<file path="config.mk">
export PLATFORM = sky130hd
export DESIGN_NAME = pmem_arbiter
export DESIGN_NICKNAME = d
export VERILOG_FILES = /design/src/rtl/pmem_arbiter.sv
export SDC_FILE = /design/constraint.sdc
export NUM_CORES = 1
export LEC_CHECK = 0
export ABC_CLOCK_PERIOD_IN_PS = 2500
export CAP_MARGIN = 10
export CORE_AREA = 3 3 386 388
export DETAILED_ROUTE_END_ITERATION = 8
export DIE_AREA = 0 0 389 391
export PLACE_DENSITY = 0.56
export SETUP_SLACK_MARGIN = 0.1
export SLEW_MARGIN = 5
export SYNTH_ARGS = -nofsm -noshare
export SYNTH_HDL_FRONTEND = slang
export SYNTH_SLANG_ARGS = --single-unit
</file>
<file path="constraint.sdc">
create_clock -name clk -period 2.5 [get_ports clk]
set_input_delay 0.5 -clock clk [delete_from_list [all_inputs] [get_ports clk]]
set_output_delay 0.5 -clock clk [all_outputs]
set_load 0.005 [all_outputs]
</file>
<file path="src/rtl/pmem_arbiter.sv">
`timescale 1ns/1ps
`default_nettype none
// +--------------------------------------------------------------------------+
// | pmem_arbiter: round-robin I$/D$ line arbiter and 4-beat pmem sequencer   |
// | Revision: 1.0                                                            |
// +--------------------------------------------------------------------------+
module pmem_arbiter #(
  parameter int LINE_BEATS = 4,
  parameter int BEAT_WIDTH = 64,
  parameter int ADDR_WIDTH = 32
) (
  input  logic                               clk,
  input  logic                               rst,
  input  logic                               i_read,
  input  logic [ADDR_WIDTH-1:0]              i_addr,
  output logic [LINE_BEATS*BEAT_WIDTH-1:0]   i_rdata,
  output logic                               i_resp,
  input  logic                               d_read,
  input  logic                               d_write,
  input  logic [ADDR_WIDTH-1:0]              d_addr,
  input  logic [LINE_BEATS*BEAT_WIDTH-1:0]   d_wdata,
  output logic [LINE_BEATS*BEAT_WIDTH-1:0]   d_rdata,
  output logic                               d_resp,
  output logic                               pmem_read,
  output logic                               pmem_write,
  output logic [ADDR_WIDTH-1:0]              pmem_addr,
  output logic [BEAT_WIDTH-1:0]              pmem_wdata,
  input  logic [BEAT_WIDTH-1:0]              pmem_rdata,
  input  logic                               pmem_resp
);

  localparam int c_line_w = LINE_BEATS * BEAT_WIDTH;
  localparam int c_cnt_w  = $clog2(LINE_BEATS);
  localparam int c_off_w  = $clog2(c_line_w / 8);
  localparam int c_idx_w  = $clog2(c_line_w);
  localparam logic [c_cnt_w-1:0]    c_last     = c_cnt_w'(LINE_BEATS - 1);
  localparam logic [ADDR_WIDTH-1:0] c_off_mask = ADDR_WIDTH'((64'd1 << c_off_w) - 64'd1);

  typedef enum logic [2:0] {
    S_IDLE = 3'd0,
    S_I_RD = 3'd1,
    S_D_RD = 3'd2,
    S_D_WR = 3'd3,
    S_RESP = 3'd4
  } state_t;

  state_t                  r_state;
  state_t                  w_next;
  logic [c_cnt_w-1:0]      r_cnt;
  logic                    r_last_grant;
  logic [ADDR_WIDTH-1:0]   r_addr;
  logic [c_line_w-1:0]     r_line;
  logic [c_line_w-1:0]     r_i_rdata;
  logic [c_line_w-1:0]     r_d_rdata;

  logic                    w_d_req;
  logic                    w_grant_data;
  logic [ADDR_WIDTH-1:0]   w_sel_addr;
  logic                    w_in_burst;
  logic                    w_is_read;
  logic                    w_last_beat;
  logic [c_idx_w-1:0]      w_base;
  logic [c_line_w-1:0]     w_line_upd;

  assign w_d_req     = d_read | d_write;
  assign w_in_burst  = (r_state == S_I_RD) || (r_state == S_D_RD) || (r_state == S_D_WR);
  assign w_is_read   = (r_state == S_I_RD) || (r_state == S_D_RD);
  assign w_last_beat = w_in_burst && pmem_resp && (r_cnt == c_last);
  assign w_base      = c_idx_w'(r_cnt) * c_idx_w'(BEAT_WIDTH);
  assign w_sel_addr  = w_grant_data ? d_addr : i_addr;

  // Data wins a tie unless it was the last one served; writeback beats fill.
  always_comb begin
    w_next       = r_state;
    w_grant_data = 1'b0;
    case (r_state)
      S_IDLE: begin
        if (w_d_req && (!i_read || !r_last_grant)) begin
          w_grant_data = 1'b1;
          w_next       = d_write ? S_D_WR : S_D_RD;
        end else if (i_read) begin
          w_next = S_I_RD;
        end
      end
      S_I_RD, S_D_RD, S_D_WR: begin
        if (w_last_beat) begin
          w_next = S_RESP;
        end
      end
      S_RESP:  w_next = S_IDLE;
      default: w_next = S_IDLE;
    endcase
  end

  always_comb begin
    w_line_upd = r_line;
    w_line_upd[w_base +: BEAT_WIDTH] = pmem_rdata;
  end

  always_ff @(posedge clk or negedge rst) begin
    if (!rst) begin
      r_state      <= S_IDLE;
      r_cnt        <= '0;
      r_last_grant <= 1'b0;
      r_addr       <= '0;
      r_line       <= '0;
      r_i_rdata    <= '0;
      r_d_rdata    <= '0;
    end else begin
      r_state <= w_next;
      if ((r_state == S_IDLE) && (w_next != S_IDLE)) begin
        r_cnt        <= '0;
        r_last_grant <= w_grant_data;
        r_addr       <= w_sel_addr & ~c_off_mask;
      end
      if (w_in_burst && pmem_resp) begin
        r_cnt <= r_cnt + c_cnt_w'(1);
        if (w_is_read) begin
          r_line <= w_line_upd;
        end
        // The final beat is merged directly so the line is complete in RESP.
        if (w_last_beat && (r_state == S_I_RD)) begin
          r_i_rdata <= w_line_upd;
        end
        if (w_last_beat && (r_state == S_D_RD)) begin
          r_d_rdata <= w_line_upd;
        end
      end
    end
  end

  assign pmem_read  = w_is_read;
  assign pmem_write = (r_state == S_D_WR);
  assign pmem_addr  = r_addr;
  assign pmem_wdata = (r_state == S_D_WR) ? d_wdata[w_base +: BEAT_WIDTH] : '0;
  assign i_resp     = (r_state == S_RESP) && !r_last_grant;
  assign d_resp     = (r_state == S_RESP) &&  r_last_grant;
  assign i_rdata    = r_i_rdata;
  assign d_rdata    = r_d_rdata;

endmodule
`default_nettype wire

</file>
## Word-level counts from Yosys, hierarchy flattened

Cells that the tools add are included.

- Bits in writable memories: 0
- Bits of input ports: 390
- Output and inout bits: 612
- Memories kept: 0
- Bits in latches: 0
- Word-level logic and storage cells: 50
- Register bits after elaboration: 801
- ROM bits: 0

- Shifts and indexed selects: 3
- Order comparisons: 0
- Div/mod/pow operators: 0
- Bitwise operators: 1
- Reduce and logical (&&, ||, !) cells: 20
- Multiply operators: 0
- Equal/unequal tests: 5
- $add $sub $neg: 2
- Multiplexer cells: 12

Operator list:

| kind | number |
|---|---|
| bitwise mux 256 bit | 1 |
| variable shift 64 x 10 -> 256 bit, first input constant | 1 |
| variable part select 256 x 9 -> 64 bit | 1 |
| variable part select 64 x 10 -> 256 bit | 1 |
| two-way mux 64 bit | 1 |
| two-way mux 32 bit | 1 |
| negation 8 -> 10 bit | 1 |
| two-way mux 3 bit | 3 |
| logical AND 1 bit | 8 |
| == test 3 x 2 -> 1 bit, second input constant | 2 |
| one-hot mux 3 bit (2 select lines) | 1 |
| AND reduction 2 bit | 3 |
| two-way mux 2 bit | 2 |
| == test 3 x 1 -> 1 bit, second input constant | 1 |
| == test 3 bit, second input constant | 1 |
| zero test 3 bit | 1 |
| logical OR 1 bit | 3 |
| two-way mux 1 bit | 3 |
| nonzero test 3 bit | 1 |
| OR reduction 3 bit | 1 |
| adder 2 x 1 -> 2 bit, second input constant | 1 |
| == test 2 bit, second input constant | 1 |
| zero test 1 bit | 2 |
| nonzero test 2 bit | 1 |
| bitwise OR 1 bit | 1 |

## Depth between registers and ports, before layout

Gate-level depths: netlist (run 1).

- Depth after elaboration: 11
- Mapped depth: 9
- Depth with buffers taken out: 5

## Least setup slack after synthesis (run 1)

No wires, ideal clock.

- Path type: flip-flop to flip-flop
- Start point: register r_cnt[1]
- End point: register r_i_rdata[68] (netlist: i_rdata[68])
- Path slack: 8 ps
- Arrival time: 2365 ps
- Data required time: 2372 ps
- Buffers on the path: 4
- Stages on the path, launching flop included: 10
- Cell sequence: dfrtp_1 buf_2 buf_1 inv_1 ha_1 and4b_1 buf_2 clkbuf_1 a22o_1 mux2_1

- Cells in the longest elaborated chain, start to end: 4
- Elaborated cells on any way between the ends: 8
- Those cells by class: 1 x add/sub; 1 x eq/ne; 2 x shift; 1 x mux; 3 x reduce/logical

Ends and longest elaborated chain:

| item | line | source |
|---|---|---|
| from (decl) | 49 | `logic [c_cnt_w-1:0] r_cnt;` |
| from (signal assigned) | 117 | `r_cnt <= r_cnt + c_cnt_w'(1);` |
| parallel branches: the longest is 4 deep, another holds negation 8 -> 10 bit | n/a |  |
| to (signal assigned) | 123 | `r_i_rdata <= w_line_upd;` |
| to (decl) | 53 | `logic [c_line_w-1:0] r_i_rdata;` |

Parallel ways; which one is timed is not known.
A chain may end at the register's enable or synchronous reset.

## Final worst setup path (run 1)

- Start point: register r_cnt[0]
- End point: output pmem_wdata[39]

- Cells in the longest elaborated chain, start to end: 2

Ends and longest elaborated chain:

| item | line | source |
|---|---|---|
| variable part select 256 x 9 -> 64 bit | 135 | `assign pmem_wdata = (r_state == S_D_WR) ? d_wdata[w_base +: BEAT_WIDTH] : '0;` |
| two-way mux 64 bit | 135 |  |
| to (decl) | 27 | `output logic [BEAT_WIDTH-1:0] pmem_wdata,` |

No other way between the ends.

==> results of run 1 <==
[Yosys cell counts (all sizes together), types with 2 or more instances]
library cell	n
dfrtp	801
mux2	566
a22o	512
buf	195
clkbuf	67
nor2b	67
mux4	64
inv	9
and3	5
ha	5
nand3	4
nor2	4
o21ai	4
nor4bb	3
a311oi	2
nand2	2
nor3	2
o31a	2
[repair_timing]
action | 4_1_cts | 5_1_grt
pin swaps | 54 | 37
gates resized for setup | 589 | 130
setup buffers | 83 | 15
cloned | 40 | 6
endpoints found under the setup margin | 770 | 749
endpoints found under the hold margin | 95 | 0
hold buffers | 1 | 0
[metal layers]
layer  global-route usage  up-vias  wire (µm)
li1                     -    11100          -
met3               0.0652      210      14300
met4               0.0502       34       4030
met2                0.357     1154      80900
met1                0.310    14100      78600
met5                    0        -        232
[flip-flops by register name, indices dropped and copies added, names as in the netlist]
register      flops
d_rdata         256
i_rdata         256
r_line          256
pmem_addr        27
r_state           3
r_cnt             2
r_last_grant      1
[final timing paths]
kind                                    from  depth (start not counted)              to
worst max register to register      r_cnt[0]                         13    i_rdata[237]
worst max-delay path                r_cnt[0]                          7  pmem_wdata[39]
worst min-delay path                     rst                          2     i_rdata[32]
max in group asynchronous                rst                          4      d_rdata[7]
min in group clk                   pmem_resp                          2      r_state[1]
worst min register to register  i_rdata[102]                          1    i_rdata[102]
[power breakdown]
group	total [W]	switching (W)	internal (W)	leakage (nW)
combinational	0.0297	0.0125	0.0172	12.9
clock	0.0139	0.00581	0.00805	1.52
sequential	0.0203	0.00306	0.0172	11.0
total	0.0639	0.0213	0.0425	25.4
[cell type report]
type	instances	area, µm²
Multi-Input combinational cell	1257	15800
Clock inverter	28	473
Fill cell	13800	89400
Tap cell	1917	2400
Inverter	9	61.3
Timing Repair Buffer	1323	15000
Sequential cell	801	20000
Clock buffer	135	2650
Antenna cell	12	30.0
[logic make-up (layout without fill, tap and decap cells)]
group                      after synthesis  after routing  synth area share
other                                    1             17          0.000106
buffers and inverters                  271           1495            0.0404
muxes                                  630            630             0.246
xor gates and xnor gates                 1              1          0.000459
AOI/OAI and AO/OA                      524            524             0.129
DFF                                    801            801             0.566
and+or+nand+nor                         92             92            0.0165
adders and majority gates                5              5           0.00177
[stage by stage]
step	hold slack [ns]	setup TNS, ns	utilization	area (µm²)	total power, W
2_1_floorplan	0.204	0	-	35400	0.0297
4_1_cts	0.231	-36.15	0.381	55500	0.0633
3_3_place_gp	0.412	-59.81	0.336	48900	0.0454
5_1_grt	0.274	-121.33	0.387	56400	0.0666
6_report	0.300	-68.58	0.387	56400	0.0639
3_5_place_dp	0.416	-56.24	0.336	48900	0.0456
==> impl_results.md, run 1 <==
* GPL Wtd Cong at 1.04
* Most used cell, CP: buf_12
* R2R setup slack at -0.20 ns
* Clock Path Buffers at 3
* DIE AREA at 152000 µm²
* Antenna viol nets, final at 0
* Vias per cell at 4.85
* Status: finished with violations
* Min Tclk post-route at 2.99 ns
* Critical path endpoint category: output pin
* Ys flop type: dfrtp_1
* Initial antenna violation count at 47
* Die Ht at 391 µm
* First-pass GRT wire length at 243 mm
* Clk_lat worst skew at 0.71 ns
* Clk sinks at 801
* Detailed Routing Iterations Pass 1 at 6
* Max_slew headroom at 0.468
* Hold WC Path Type: in -> async
* Fin crit share at 1.20
* Post-place setup slack at -0.362 ns
* Largest net degree at the start of global routing at 89
* Post-route setup slack at -0.493 ns
* Fin. Hold Viols at 0
* Crit-path max FO at 7
* Port buffer count at 986
* Wire per inst at 32.5 µm
* Post-synth top area share at 0.566
* Syn Inst Count at 2325
* DRC at 0
* Placed Cells at 5175
* Slowest-stage cell, CP: dfrtp_4
* Most frequent cells in the layout: 915 x clkdlybuf4s50_1, 799 x dfrtp_1, 412 x a22o_1
* 1st-iter DRT viols at 1737
* Rows at 140
* Yosys reg bits at 801
* Unrepaired setup endpoints after global routing: yes
* Boundary pin count at 1002
* Slew at the pin closest to its max-slew limit at 0.798 ns
* Mapped Area at 35400 µm²
* CTS root buf: clkbuf_16
* Register area share after synthesis at 0.566
* Static Leak at 25.4 nW
* Synth area leader: dfrtp_1
* Ys Warns at 0
* Violated checks: negative setup slack
* Synth-to-layout area growth at 59.1%
* Crit-path cells: buf_12 -> buf_12 -> buf_8 -> buf_12 -> mux4_2 -> nor2b_1 -> buf_2
* F_max at 334 MHz
* Worst setup SP type: register
* Number of synthesized flops with an enable pin at 0
* Post-synth ARST share at 1.00
* Total Wirelength at 178 mm
* Nets at 3878
* Max_cap viols at 0
* Worst stage delay on the critical path at 0.49 ns
* CTS tree: built
* Most common cell after layout, fill and taps aside: clkdlybuf4s50_1
* Die X-Extent at 389 µm
* Share of layout cells above drive strength 1 at 0.347
* CP required at 2.00 ns
* Top cells by area, synth: dfrtp_1 57%, a22o_1 13%, mux2_4 10%, mux2_1 6.0%, mux2_2 4.4%
* Core Footprint at 146000 µm²
* CP top delay family: buffers and inverters
* Layout Cells excl Fill at 5482
* CTS H-tree lvls at 3
* Max Slew Vio Count at 0
* WS Path Type: reg -> out
* Syn_area_per_cell at 15.2 µm²
* Num CTS Buffers at 91
* GRT overflow at 0
* Buf/Inv on CP at 5
* Worst Path Arrival at 2.49 ns
* PwrDens at 1130 nW/µm²
* Clk pin slew, worst setup/hold paths at 0.06 ns
* All-layer global routing usage at 0.227
* Final setup violation count at 591
* Hpwl dp at 130 mm
* Initial Utilization at 0.243
* Vias in the first global route at 27900
* Maximum VDD drop at 0.693 mV
* Worst clock skew at 0.0562 ns
* Routed vias at 26600
* Count of cell types in the netlist at 35
(Power assumes the default switching activity.)
==> inputs of run 2 (changes only) <==
--- a/config.mk
+++ b/config.mk
@@ -5,12 +5,13 @@
 export SDC_FILE = /design/constraint.sdc
 export NUM_CORES = 1
 export LEC_CHECK = 0
-export ABC_CLOCK_PERIOD_IN_PS = 2500
+export ABC_CLOCK_PERIOD_IN_PS = 2950
 export CAP_MARGIN = 10
-export CORE_AREA = 3 3 386 388
+export CORE_AREA = 3 3 392 394
+export CTS_CLUSTER_DIAMETER = 50
 export DETAILED_ROUTE_END_ITERATION = 8
-export DIE_AREA = 0 0 389 391
-export PLACE_DENSITY = 0.56
+export DIE_AREA = 0 0 395 397
+export PLACE_DENSITY = 0.53
 export SETUP_SLACK_MARGIN = 0.1
 export SLEW_MARGIN = 5
 export SYNTH_ARGS = -nofsm -noshare
==> constraint.sdc (replaced) <==
create_clock -name clk -period 2.95 [get_ports clk]
set_input_delay 0.59 -clock clk [delete_from_list [all_inputs] [get_ports clk]]
set_output_delay 0.59 -clock clk [all_outputs]
set_load 0.005 [all_outputs]
==> impl_results.md, run 2 (same netlist as run 1, synthesis figures left out) <==
* Violated checks: negative setup slack
* Post-route setup slack at -0.192 ns
* GRT overflow at 0
* Min Tclk post-route at 3.14 ns
* Worst Path Arrival at 2.55 ns
* Num CTS Buffers at 109
* Routed vias at 25700
* Worst setup SP type: register
* Synth-to-layout area growth at 50.6%
* Layout Cells excl Fill at 5481
* First-pass GRT wire length at 228 mm
* All-layer global routing usage at 0.205
* DIE AREA at 157000 µm²
* Clk pin slew, worst setup/hold paths at 0.06 ns
* CTS root buf: clkbuf_16
* PwrDens at 995 nW/µm²
* Filler cells at 14600
* Worst clock skew at 0.0710 ns
* Final setup violation count at 51
* Largest net degree at the start of global routing at 97
* Fin crit share at 1.07
* Most frequent cells in the layout: 918 x clkdlybuf4s50_1, 797 x dfrtp_1, 508 x a22o_1
* Max Slew Vio Count at 0
* Share of layout cells above drive strength 1 at 0.280
* Port buffer count at 986
* Most common cell after layout, fill and taps aside: clkdlybuf4s50_1
* Wire per inst at 30.5 µm
* Area of the multi-input gates at 14400 µm²
* Crit Reg-Reg Endpoint: i_rdata[200]
* GPL Wtd Cong at 0.977
* Initial Utilization at 0.236
* Status: finished with violations
* Nets at 3759
* Clk sinks at 801
* Initial antenna violation count at 48
* Max_cap viols at 0
* Critical path endpoint category: output pin
* F_max at 318 MHz
* WS Path Type: reg -> out
* Rows at 142
* Boundary pin count at 1002
* Max_slew headroom at 0.536
* Vias in the first global route at 26800
* Critical Path Start: r_cnt[0]
* Register area at 20100 µm²
* 1st-iter DRT viols at 1598
* CTS tree: built
* Core Footprint at 150000 µm²
* Maximum VDD drop at 0.568 mV
* Vias per cell at 4.70
* Placed Cells at 5216
* Detailed Routing Iterations Pass 1 at 5
* Crit-path max FO at 6
* Hold WC Path Type: in -> async
* Unrepaired setup endpoints after global routing: yes
* Hpwl dp at 126 mm
* Static Leak at 24.0 nW
* CP required at 2.36 ns
* R2R setup slack at 0.15 ns
* DRC at 0
* Die X-Extent at 395 µm
* Slew at the pin closest to its max-slew limit at 0.696 ns
* Die Ht at 397 µm
* Clock Path Buffers at 3
* Antenna viol nets, final at 0
* Total Wirelength at 167 mm
* Hold WS at 0.343 ns
* CTS H-tree lvls at 3
* Reg-to-reg startpoint: r_cnt[0]
* Fin. Hold Viols at 0
* Clk_lat worst skew at 0.74 ns
* Reg2Reg Depth at 11
[run 2: changes by cell type in the layout (fill, tap and decap cells not counted), moves of 21 or more]
cell and change:
mux2_2 +21, nor2b_4 -22, buf_6 -35, nor2b_1 +23
mux2_4 -84, buf_16 -37, a22o_4 -97, mux2_1 +63
buf_12 -45, a22o_1 +96
[run 2: through the flow]
step / instance area, µm² / total power [W] / setup slack, ns / util / TNS, ns
finish: 53300 / 0.0531 / -0.192 / 0.355 / -4.25
global route: 53300 / 0.0554 / -0.234 / 0.355 / -8.72
CTS: 52800 / 0.0533 / -0.272 / 0.352 / -10.61
detailed placement: 48400 / 0.0381 / -0.286 / 0.322 / -0.846
global placement: 48400 / 0.0380 / -0.305 / 0.322 / -0.923
floorplan: 35400 / 0.0252 / 0.458 / - / 0
[run 2: power by group]
part | internal (W) | switching (W)
registers | 0.0146 | 0.00251
logic | 0.0123 | 0.00973
clock network | 0.00833 | 0.00561
[run 2: worst max-delay path: stages, from the launching register on]
cell,delay [ns]
dfrtp_4,0.53
buf_12,0.17
buf_6,0.12
buf_8,0.13
mux4_2,0.53
nor2b_1,0.17
buf_2,0.15
[run 2: per-layer routing]
layer	track usage	vias to the layer above	share of wire
met3	0.0751	192	0.092
met5	0	-	0.0016
met2	0.313	1026	0.44
met1	0.279	13600	0.44
li1	-	10900	-
met4	0.0410	42	0.017
[run 2: worst max path at each step]
stage / endpoint / slack [ns] / cells after the start
6_report: pmem_wdata[11] / -0.19 / 6
5_1_grt: pmem_wdata[11] / -0.23 / 6
4_1_cts: pmem_wdata[1] / -0.27 / 7
3_5_place_dp: pmem_wdata[5] / -0.29 / 4
3_3_place_gp: pmem_wdata[62] / -0.31 / 4
2_1_floorplan: i_rdata[68] / 0.46 / 9
[run 2: layout make-up]
cell class | count | area share
Clock inverter | 67 | 0.0167
Antenna cell | 7 | 0.000328
Sequential cell | 801 | 0.376
Timing Repair Buffer | 1186 | 0.232
Clock buffer | 138 | 0.0569
Multi-Input combinational cell | 1257 | 0.270
Tap cell | 2016 | 0.0473
Inverter | 9 | 0.000891
[run 2: timing repair]
action,CTS,global route
cloned,4,6
setup buffers,31,20
endpoints found under the hold margin,33,0
pin swaps,2,5
hold buffers,1,0
gates resized for setup,316,71
endpoints found under the setup margin,68,154
